[src/rtl/exec_mul_sequencer.sv]
// Sequential 64x64 shift-add multiplier for the execute stage.
// A mulq sitting in E starts a fixed ITER-cycle run while the front of the
// pipeline is held; the low 64 bits and {ZF,SF,OF} are published on completion.
module exec_mul_sequencer #(
  parameter logic [3:0] OPQ    = 4'h6,
  parameter logic [3:0] MULFUN = 4'h4,
  parameter int         ITER   = 64
) (
  input  logic        clk,
  input  logic        rst_n,
  input  logic [3:0]  E_icode,
  input  logic [3:0]  E_ifun,
  input  logic [63:0] E_valA,
  input  logic [63:0] E_valB,
  input  logic        abort,
  output logic        mul_stall,
  output logic        mul_busy,
  output logic        mul_done,
  output logic [63:0] mul_valE,
  output logic [2:0]  mul_cf
);

  // Wide enough to hold ITER-1 for any ITER >= 1.
  localparam int CW = (ITER > 1) ? $clog2(ITER) : 1;

  typedef enum logic [1:0] {
    IDLE = 2'd0,
    RUN  = 2'd1,
    DONE = 2'd2
  } state_t;

  state_t         state_reg, state_next;
  logic [CW-1:0]  count_reg;
  logic [63:0]    acc_reg;
  logic [63:0]    mcand_reg;
  logic [63:0]    mplier_reg;

  logic           start;
  logic           last_iter;
  logic [63:0]    acc_sum;

  // An abort in M/W suppresses a start the same cycle it is seen.
  assign start     = (E_icode == OPQ) && (E_ifun == MULFUN) && !abort;
  assign last_iter = (count_reg == CW'(ITER - 1));
  // Accumulator after this cycle's add; bit-63 carry is simply dropped.
  assign acc_sum   = acc_reg + (mplier_reg[0] ? mcand_reg : 64'd0);

  // State register.
  always_ff @(posedge clk) begin
    if (!rst_n) begin
      state_reg <= IDLE;
    end else begin
      state_reg <= state_next;
    end
  end

  // Next-state logic and status outputs; abort beats the final iteration.
  always_comb begin
    state_next = state_reg;
    mul_stall  = 1'b0;
    mul_busy   = 1'b0;
    mul_done   = 1'b0;
    unique case (state_reg)
      IDLE: begin
        mul_stall = start;
        if (start) begin
          state_next = RUN;
        end
      end
      RUN: begin
        mul_stall = !abort;
        mul_busy  = 1'b1;
        if (abort) begin
          state_next = IDLE;
        end else if (last_iter) begin
          state_next = DONE;
        end
      end
      DONE: begin
        // Stall is released here so the pipeline advances past the mulq.
        mul_done   = 1'b1;
        state_next = IDLE;
      end
      default: begin
        state_next = IDLE;
      end
    endcase
    // Reset dominates: never hold the pipeline while rst_n is low.
    if (!rst_n) begin
      mul_stall = 1'b0;
      mul_busy  = 1'b0;
    end
  end

  // Datapath: operand load on start, one shift-add step per RUN cycle,
  // result and flags captured only on the RUN->DONE edge.
  always_ff @(posedge clk) begin
    if (!rst_n) begin
      count_reg  <= '0;
      acc_reg    <= '0;
      mcand_reg  <= '0;
      mplier_reg <= '0;
      mul_valE   <= '0;
      mul_cf     <= 3'b000;
    end else begin
      if (state_reg == IDLE && start) begin
        mcand_reg  <= E_valA;
        mplier_reg <= E_valB;
        acc_reg    <= '0;
        count_reg  <= '0;
      end else if (state_reg == RUN) begin
        acc_reg    <= acc_sum;
        mcand_reg  <= {mcand_reg[62:0], 1'b0};
        mplier_reg <= {1'b0, mplier_reg[63:1]};
        count_reg  <= count_reg + CW'(1);
      end
      if (state_reg == RUN && !abort && last_iter) begin
        mul_valE <= acc_sum;
        mul_cf   <= {(acc_sum == 64'd0), acc_sum[63], 1'b0};
      end
    end
  end

endmodule

[config.mk]
export PLATFORM = sky130hd
export DESIGN_NAME = exec_mul_sequencer
export DESIGN_NICKNAME = d
export VERILOG_FILES = /design/src/rtl/exec_mul_sequencer.sv
export SDC_FILE = /design/constraint.sdc
export NUM_CORES = 1
export LEC_CHECK = 0
export CORE_AREA = 2 2 179 181
export DETAILED_ROUTE_END_ITERATION = 16
export DIE_AREA = 0 0 181 183
export PLACE_DENSITY_LB_ADDON = 0.2
export SYNTH_ARGS = -nofsm -noshare
export SYNTH_HDL_FRONTEND = slang
export SYNTH_SLANG_ARGS = --single-unit
[constraint.sdc]
create_clock -name clk -period 5.3 [get_ports clk]
set_clock_uncertainty 0.2 [all_clocks]
set_input_delay 0.53 -clock clk [delete_from_list [all_inputs] [get_ports clk]]
set_output_delay 0.53 -clock clk [all_outputs]
set_load 0.01 [all_outputs]
==> qor.yml, run 1 <==
die:
  fp.dieH_um: 183
  start_util_pct: 49.3
  row_count: 65
  io_pins: 209
  dieArea_um2: 33100
  coreArea_um2: 31200
  die_x_um: 181
timing:
  slew_violations: 0
  rsz0062_at_grt: "no"
  period_needed_ns: 4.82
  finalSetupViolCount: 0
  period_share_pct: 91.0
  hold_viol: 0
  worstMarginPinSlew_ns: 1.23
  fmax_mhz: 207
  hold_ws_ns: 0.0340
  max-slew-margin-rel_pct: 17.6
  fin_tns_setup_ns: 0
cells_and_area:
  layout.nets: 2285
  drive_above_1_share_pct: 5.51
  antennaDiodeCount: 0
  fin_util_pct: 59.8
  layout_common_cells: "nand2_1 (429), dfxtp_1 (265), clkdlybuf4s50_1 (206), a21boi_0 (182), a21oi_1 (139)"
  final_common_cell: "nand2_1"
  area_delta_synth_final_pct: 21.4
  n_fill_cell: 2882
logic_synthesis:
  async_reset_ff_share_pct: 0
  ys_top_cells_by_area: "dfxtp_1 (34%), nand2_1 (10%), a21boi_0 (8.9%), a22oi_1 (6.2%), ha_1 (5.2%)"
  synth_enable_flop_cells: 0
  seq_area_frac_synth_pct: 34.5
  yosysTopAreaCellShare_pct: 34.5
  ys_ff_latch: 265
  netlist_instances: 1965
  yosys_most_used_dff: "dfxtp_1"
  syn_nets: 2169
  syn_area_um2: 15400
  synth_area_leader_cell: "dfxtp_1"
  yosys_warnings: 0
  synthDistinctLibCells: 81
  synth_area_per_cell_um2: 7.84
power_and_ir_drop:
  irDropWorstVdd_uv: 236
  power_frac_seq_pct: 46.5
  p_int_uw: 3360
  leakagePower_uw: 0.00673
  switching_share_pct: 21.6
  netSwitchingPower_uw: 928
  power_frac_clock_pct: 49.8
  combPwrFrac_pct: 3.7
  pwr_density_cell_nw_per_um2: 230
placed_design:
  gp_congestion: 0.965
  io_buffers: 207
  dpl.hpwl_um: 34100
global_routing:
  grt_pass1_vias: 14300
  track_usage_pct: 27.8
  grt_pass1_wl_um: 75500
  grt_overflow: 0
  grt_antenna_before_repair: 0
  grt_max_degree: 132
run_status:
  status: "complete, no violations"
clock_network:
  cts_root_buf: "clkbuf_16"
  cts_resized: 0
  clkTransAtPathRegs_ns: 0.06
  clk_latency_ns: 0.58
  ctsHoldBuffers: 0
  cts_setup_buffers: 0
  h-tree-depth: 1
  cts.sinks: 265
  cts_buffer_depth: 3
  tritoncts: "yes"
  cts_buffers: 30
critical_path:
  endpoint: "mul_cf[2]$_SDFFE_PN0P_"
  critPathLaunch: "mplier_reg[0]$_SDFFE_PN0P_"
  ff2ff_setup_slack_ns: 0.48
  crit_fanout: 29
  r2r-start: "mplier_reg[0]$_SDFFE_PN0P_"
  reg2reg_to: "mul_cf[2]$_SDFFE_PN0P_"
  worstPathRequired_ns: 5.60
  critPathKind: "flop to flop"
  rr_worst_depth: 15
  crit_path_end_kind: "flop"
  cp-start-kind: "flop"
  crit_arrival_ns: 5.13
detailed_routing:
  drt_iter0_markers: 948
  num_vias: 14900
  firstDrtPassIters: 6
  drc: 0
  wirelength_um: 47200
  viasPerCell: 5.93
  wl_per_cell_um: 18.8
  drtAntennaViolNets: 0
run:
  cap_violations: 0
hold_path:
  hold_path.class: "primary input to flop"
==> worst min-delay path by stage <==
stage,startpoint,endpoint,slack (ns),cells past startpoint
5_1_grt,rst_n,state_reg[1]$_SDFFE_PN0P_,0.02,2
3_3_place_gp,acc_reg[60]$_SDFFE_PP0N_,acc_reg[60]$_SDFFE_PP0N_,0.25,2
4_1_cts,rst_n,state_reg[1]$_SDFFE_PN0P_,0.01,2
6_report,rst_n,state_reg[1]$_SDFFE_PN0P_,0.03,2
2_1_floorplan,acc_reg[0]$_SDFFE_PP0N_,acc_reg[0]$_SDFFE_PP0N_,0.24,2
3_5_place_dp,acc_reg[5]$_SDFFE_PP0N_,acc_reg[5]$_SDFFE_PP0N_,0.25,2
==> worst max-delay path: stages (launching register included) <==
cell and delay (ns):
dfxtp_1 0.46, buf_4 0.20, buf_4 0.26, and2_1 0.17, ha_1 0.35, a21o_1 0.24, a31oi_1 0.34, o221a_2 0.32
o21ai_0 0.15, o41a_1 0.47, a211oi_1 0.27, nand4bb_1 0.15, or4_1 0.58, nor4_1 0.28, nand4_1 0.13, o31ai_2 0.18
==> cells in the mapped netlist, drive strengths merged, types with 3 or more instances <==
library cell / n
a2111o: 3
a211o: 4
a211oi: 28
a21boi: 182
a21o: 34
a21oi: 141
a221oi: 4
a22oi: 127
a311oi: 9
a31oi: 12
a41oi: 4
and2: 88
and3: 9
and4: 5
buf: 21
clkbuf: 131
dfxtp: 265
ha: 64
inv: 13
mux2: 3
nand2: 430
nand2b: 9
nand3: 18
nand4: 30
nor2: 65
nor2b: 4
nor3: 23
nor4: 9
nor4b: 5
o2111ai: 3
o211a: 16
o211ai: 12
o21a: 12
o21ai: 65
o21bai: 14
o31ai: 4
or2: 6
or3: 8
or4: 5
xnor2: 27
xor2: 20
==> power groups by stage <==
stage          clock [uW]  combinational (uW)  sequential (uW)
2_1_floorplan           0                42.6             2040
3_3_place_gp            0                 158             2040
3_5_place_dp            0                 159             2040
4_1_cts              2170                 160             1990
5_1_grt              2250                 168             1990
6_report             2140                 158             1990
==> stage by stage <==
stage | cell area (um2) | instances | total power [uW] | worst slack, ns
floorplan | 15400 | 1965 | 2080 | 0.753
global placement | 17700 | 2451 | 2200 | 0.640
detailed placement | 17700 | 2451 | 2200 | 0.422
CTS | 18700 | 2506 | 4330 | 0.439
global route | 18700 | 2506 | 4420 | 0.188
finish | 18700 | 2506 | 4290 | 0.478
==> cell families after synthesis <==
group                    after synthesis  synth area share (%)
AND/OR/NAND/NOR                      724                  21.4
AO/OA/AOI/OAI                        694                  31.6
flip-flops                           265                  34.5
buffers and inverters                165                  4.13
adder cells (fa/ha/maj)               65                  5.33
XOR/XNOR                              47                  2.72
multiplexers                           4                 0.284
other                                  1                0.0244
==> final cells by class <==
type	count	area (um2)	area share, %
inverters	13	48.8	0.261
multi-input cells	1535	9500	50.8
clock buffers	42	886	4.74
flip-flops and latches	265	5310	28.4
clock inverters	13	139	0.743
well taps	402	503	2.69
repair buffers	236	2310	12.4
==> routing by layer <==
| metal | wire (um) | vias to the layer above | global-route usage, % |
|---|---|---|---|
| met4 | 1460 | 0 | 8.91 |
| li1 | - | 7291 | - |
| met3 | 3320 | 85 | 5.14 |
| met1 | 20500 | 6990 | 35.6 |
| met5 | 0 | - | 0.593 |
| met2 | 21900 | 484 | 47.3 |
(Power assumes the default switching activity.)
==> inputs of run 2 (changes only) <==
--- a/config.mk
+++ b/config.mk
@@ -6,6 +6,7 @@
 export NUM_CORES = 1
 export LEC_CHECK = 0
 export CORE_AREA = 2 2 179 181
+export CTS_CLUSTER_DIAMETER = 40
 export DETAILED_ROUTE_END_ITERATION = 16
 export DIE_AREA = 0 0 181 183
 export PLACE_DENSITY_LB_ADDON = 0.2
==> run 2 against run 1 <==
Effect of this change:
- via count rose by 0.53%
- critical path type unchanged
- utilization grew 1.6 points
- worst hold slack better by 0.025 ns
- routed wire length is 1.1% higher
- largest cell class unchanged
- global-route usage up 0.43 points
- maximum frequency decreased by 1.8%
==> qor.yml, run 2 (same netlist as run 1, synthesis figures left out) <==
run_status:
  status: "complete, no violations"
die:
  fp.dieH_um: 183  # unchanged
  dieArea_um2: 33100  # unchanged
  die_x_um: 181  # unchanged
  io_pins: 209  # unchanged
  row_count: 65  # unchanged
  start_util_pct: 49.3  # unchanged
  coreArea_um2: 31200  # unchanged
timing:
  period_needed_ns: 4.91  # +0.0872 ns
  hold_viol: 0  # unchanged
  worstMarginPinSlew_ns: 1.23  # -0.00554 ns
  finalSetupViolCount: 0  # unchanged
  period_share_pct: 92.6  # +1.6 points
  fmax_mhz: 204  # -1.8%
  slew_violations: 0  # unchanged
  rsz0062_at_grt: "no"
  fin_tns_setup_ns: 0  # unchanged
  max-slew-margin-rel_pct: 18.0  # +0.37 points
  setup_slack_ns: 0.390  # -0.0872 ns
clock_network:
  cts.sinks: 265  # unchanged
  clk_latency_ns: 0.54  # -0.04 ns
  h-tree-depth: 2  # +1
  cts_buffer_depth: 3  # unchanged
  clkTransAtPathRegs_ns: 0.06  # about the same
  cts_root_buf: "clkbuf_16"
  tritoncts: "yes"
  cts_resized: 0  # unchanged
  ctsHoldBuffers: 0  # unchanged
  cts_setup_buffers: 0  # unchanged
  cts_buffers: 43  # +43%
global_routing:
  grt_use_met1_pct: 35.4  # -0.21 points
  met3_usage_pct: 6.20  # +1.1 points
  grt_overflow: 0  # unchanged
  grt_max_degree: 132  # unchanged
  grt_pass1_wl_um: 76600  # +1.4%
  track_usage_pct: 28.2  # +0.43 points
  top_usage_layer: "met2"
  grt_pass1_vias: 14500  # +1.8%
  grt_antenna_before_repair: 0  # unchanged
  grtUsageMet2_pct: 48.4  # +1.1 points
critical_path:
  slowest_delay_ns: 0.58  # about the same
  critPathSlowestCell: "or4_1"
  worstPathRequired_ns: 5.56  # -0.04 ns
  crit_fanout: 29  # unchanged
  crit_arrival_ns: 5.17  # +0.04 ns
  cp_top_family: "compound AO/OA/AOI/OAI gates"
  worstPathCellList: "buf_4 > buf_4 > and2_1 > ha_1 > a21o_1 > a31oi_1 > o221a_2 > o21ai_0 > o41a_1 > a211oi_1 > nand4bb_1 > or4_1 > nor4_1 > nand4_1 > o31ai_2"
  crit_path_end_kind: "flop"
  cp_num_buf_inv: 2  # unchanged
  cpMostUsedCell: "buf_4"
  cp-start-kind: "flop"
  critPathKind: "flop to flop"
cells_and_area:
  layout_common_cells: "nand2_1 (429), dfxtp_1 (265), clkdlybuf4s50_1 (206), a21boi_0 (182), a21oi_1 (139)"
  antennaDiodeCount: 0  # unchanged
  area_delta_synth_final_pct: 24.6
  final_common_cell: "nand2_1"
  layout.nets: 2298  # +0.57%
  n_fill_cell: 2824  # -2.0%
  drive_above_1_share_pct: 6.54  # +1.0 points
power_and_ir_drop:
  leakagePower_uw: 0.00695  # +3.4%
  irDropWorstVdd_uv: 225  # -4.5%
  pwr_density_cell_nw_per_um2: 265  # +15%
placed_design:
  gp_congestion: 0.965  # unchanged
  dp_slack_ns: 0.422  # unchanged
  dpl.hpwl_um: 34100  # unchanged
  io_buffers: 207  # unchanged
detailed_routing:
  drt_iter0_markers: 1033  # +9.0%
  num_vias: 14900  # +0.53%
  drc: 0  # unchanged
  firstDrtPassIters: 6  # unchanged
  wirelength_um: 47700  # +1.1%
  wl_per_cell_um: 18.9  # +0.16%
  viasPerCell: 5.90  # -0.39%
  drtAntennaViolNets: 0  # unchanged
run:
  cap_violations: 0  # unchanged
hold_path:
  hold_path.class: "primary input to flop"
## run 2: changes by cell type in the layout (fill, tap and decap cells not counted), sizes merged
cell	before	now
inv	15	25
clkinv	7	6
clkinvlp	2	4
clkbuf	42	51
bufinv	2	5
## run 2: power by group
group / switching (uW) / internal [uW]
clock: 1070 / 1850
sequential: 0.940 / 1990
combinational: 50.5 / 108
## run 2: final cells by class
class	count	area [um2]	area share, %
multi-input cells	1535	9500	49.5
repair buffers	236	2310	12.1
flip-flops and latches	265	5310	27.7
inverters	13	48.8	0.254
clock inverters	27	348	1.81
well taps	402	503	2.62
clock buffers	51	1170	6.09
## run 2: routing by layer
layer | up-vias | wire length (um)
li1 | 7316 | -
met1 | 7028 | 20700
met2 | 489 | 22300
met3 | 95 | 3340
met4 | 0 | 1350
met5 | - | 0
## run 2: stage by stage
step                hold slack (ns)  area [um2]  std cells  util [%]  power (uW)
detailed placement            0.252       17700       2451      56.6        2200
global placement              0.248       17700       2451      56.6        2200
finish                       0.0588       19200       2529      61.4        5080
CTS                          0.0491       19200       2529      61.4        5120
global route                 0.0413       19200       2529      61.4        5230
floorplan                     0.241       15400       1965         -        2080
## run 2: worst register-to-register path, delay by kind of cell (launching register included)
kind                     cells  cell delay (ns)
buffers and inverters        2             0.49
AND/OR/NAND/NOR              5             1.33
adder cells (fa/ha/maj)      1             0.35
AO/OA/AOI/OAI                7             1.98
flip-flops                   1             0.46
## run 2: final timing paths
check / slack (ns) / end / from / cells past startpoint
worst max-delay path: 0.39 / mul_cf[2]$_SDFFE_PN0P_ / mplier_reg[0]$_SDFFE_PN0P_ / 15
worst min-delay path: 0.06 / state_reg[1]$_SDFFE_PN0P_ / rst_n / 2
worst max register to register: 0.39 / mul_cf[2]$_SDFFE_PN0P_ / mplier_reg[0]$_SDFFE_PN0P_ / 15
worst min register to register: 0.26 / acc_reg[50]$_SDFFE_PP0N_ / acc_reg[50]$_SDFFE_PP0N_ / 2
==> inputs of run 3 (changes only) <==
--- a/config.mk
+++ b/config.mk
@@ -9,6 +9,7 @@
 export CTS_CLUSTER_DIAMETER = 40
 export DETAILED_ROUTE_END_ITERATION = 16
 export DIE_AREA = 0 0 181 183
+export GPL_ROUTABILITY_DRIVEN = 1
 export PLACE_DENSITY_LB_ADDON = 0.2
 export SYNTH_ARGS = -nofsm -noshare
 export SYNTH_HDL_FRONTEND = slang
==> results of run 3 <==
The final DEF is identical to that of run 2; final timing and power are the same.
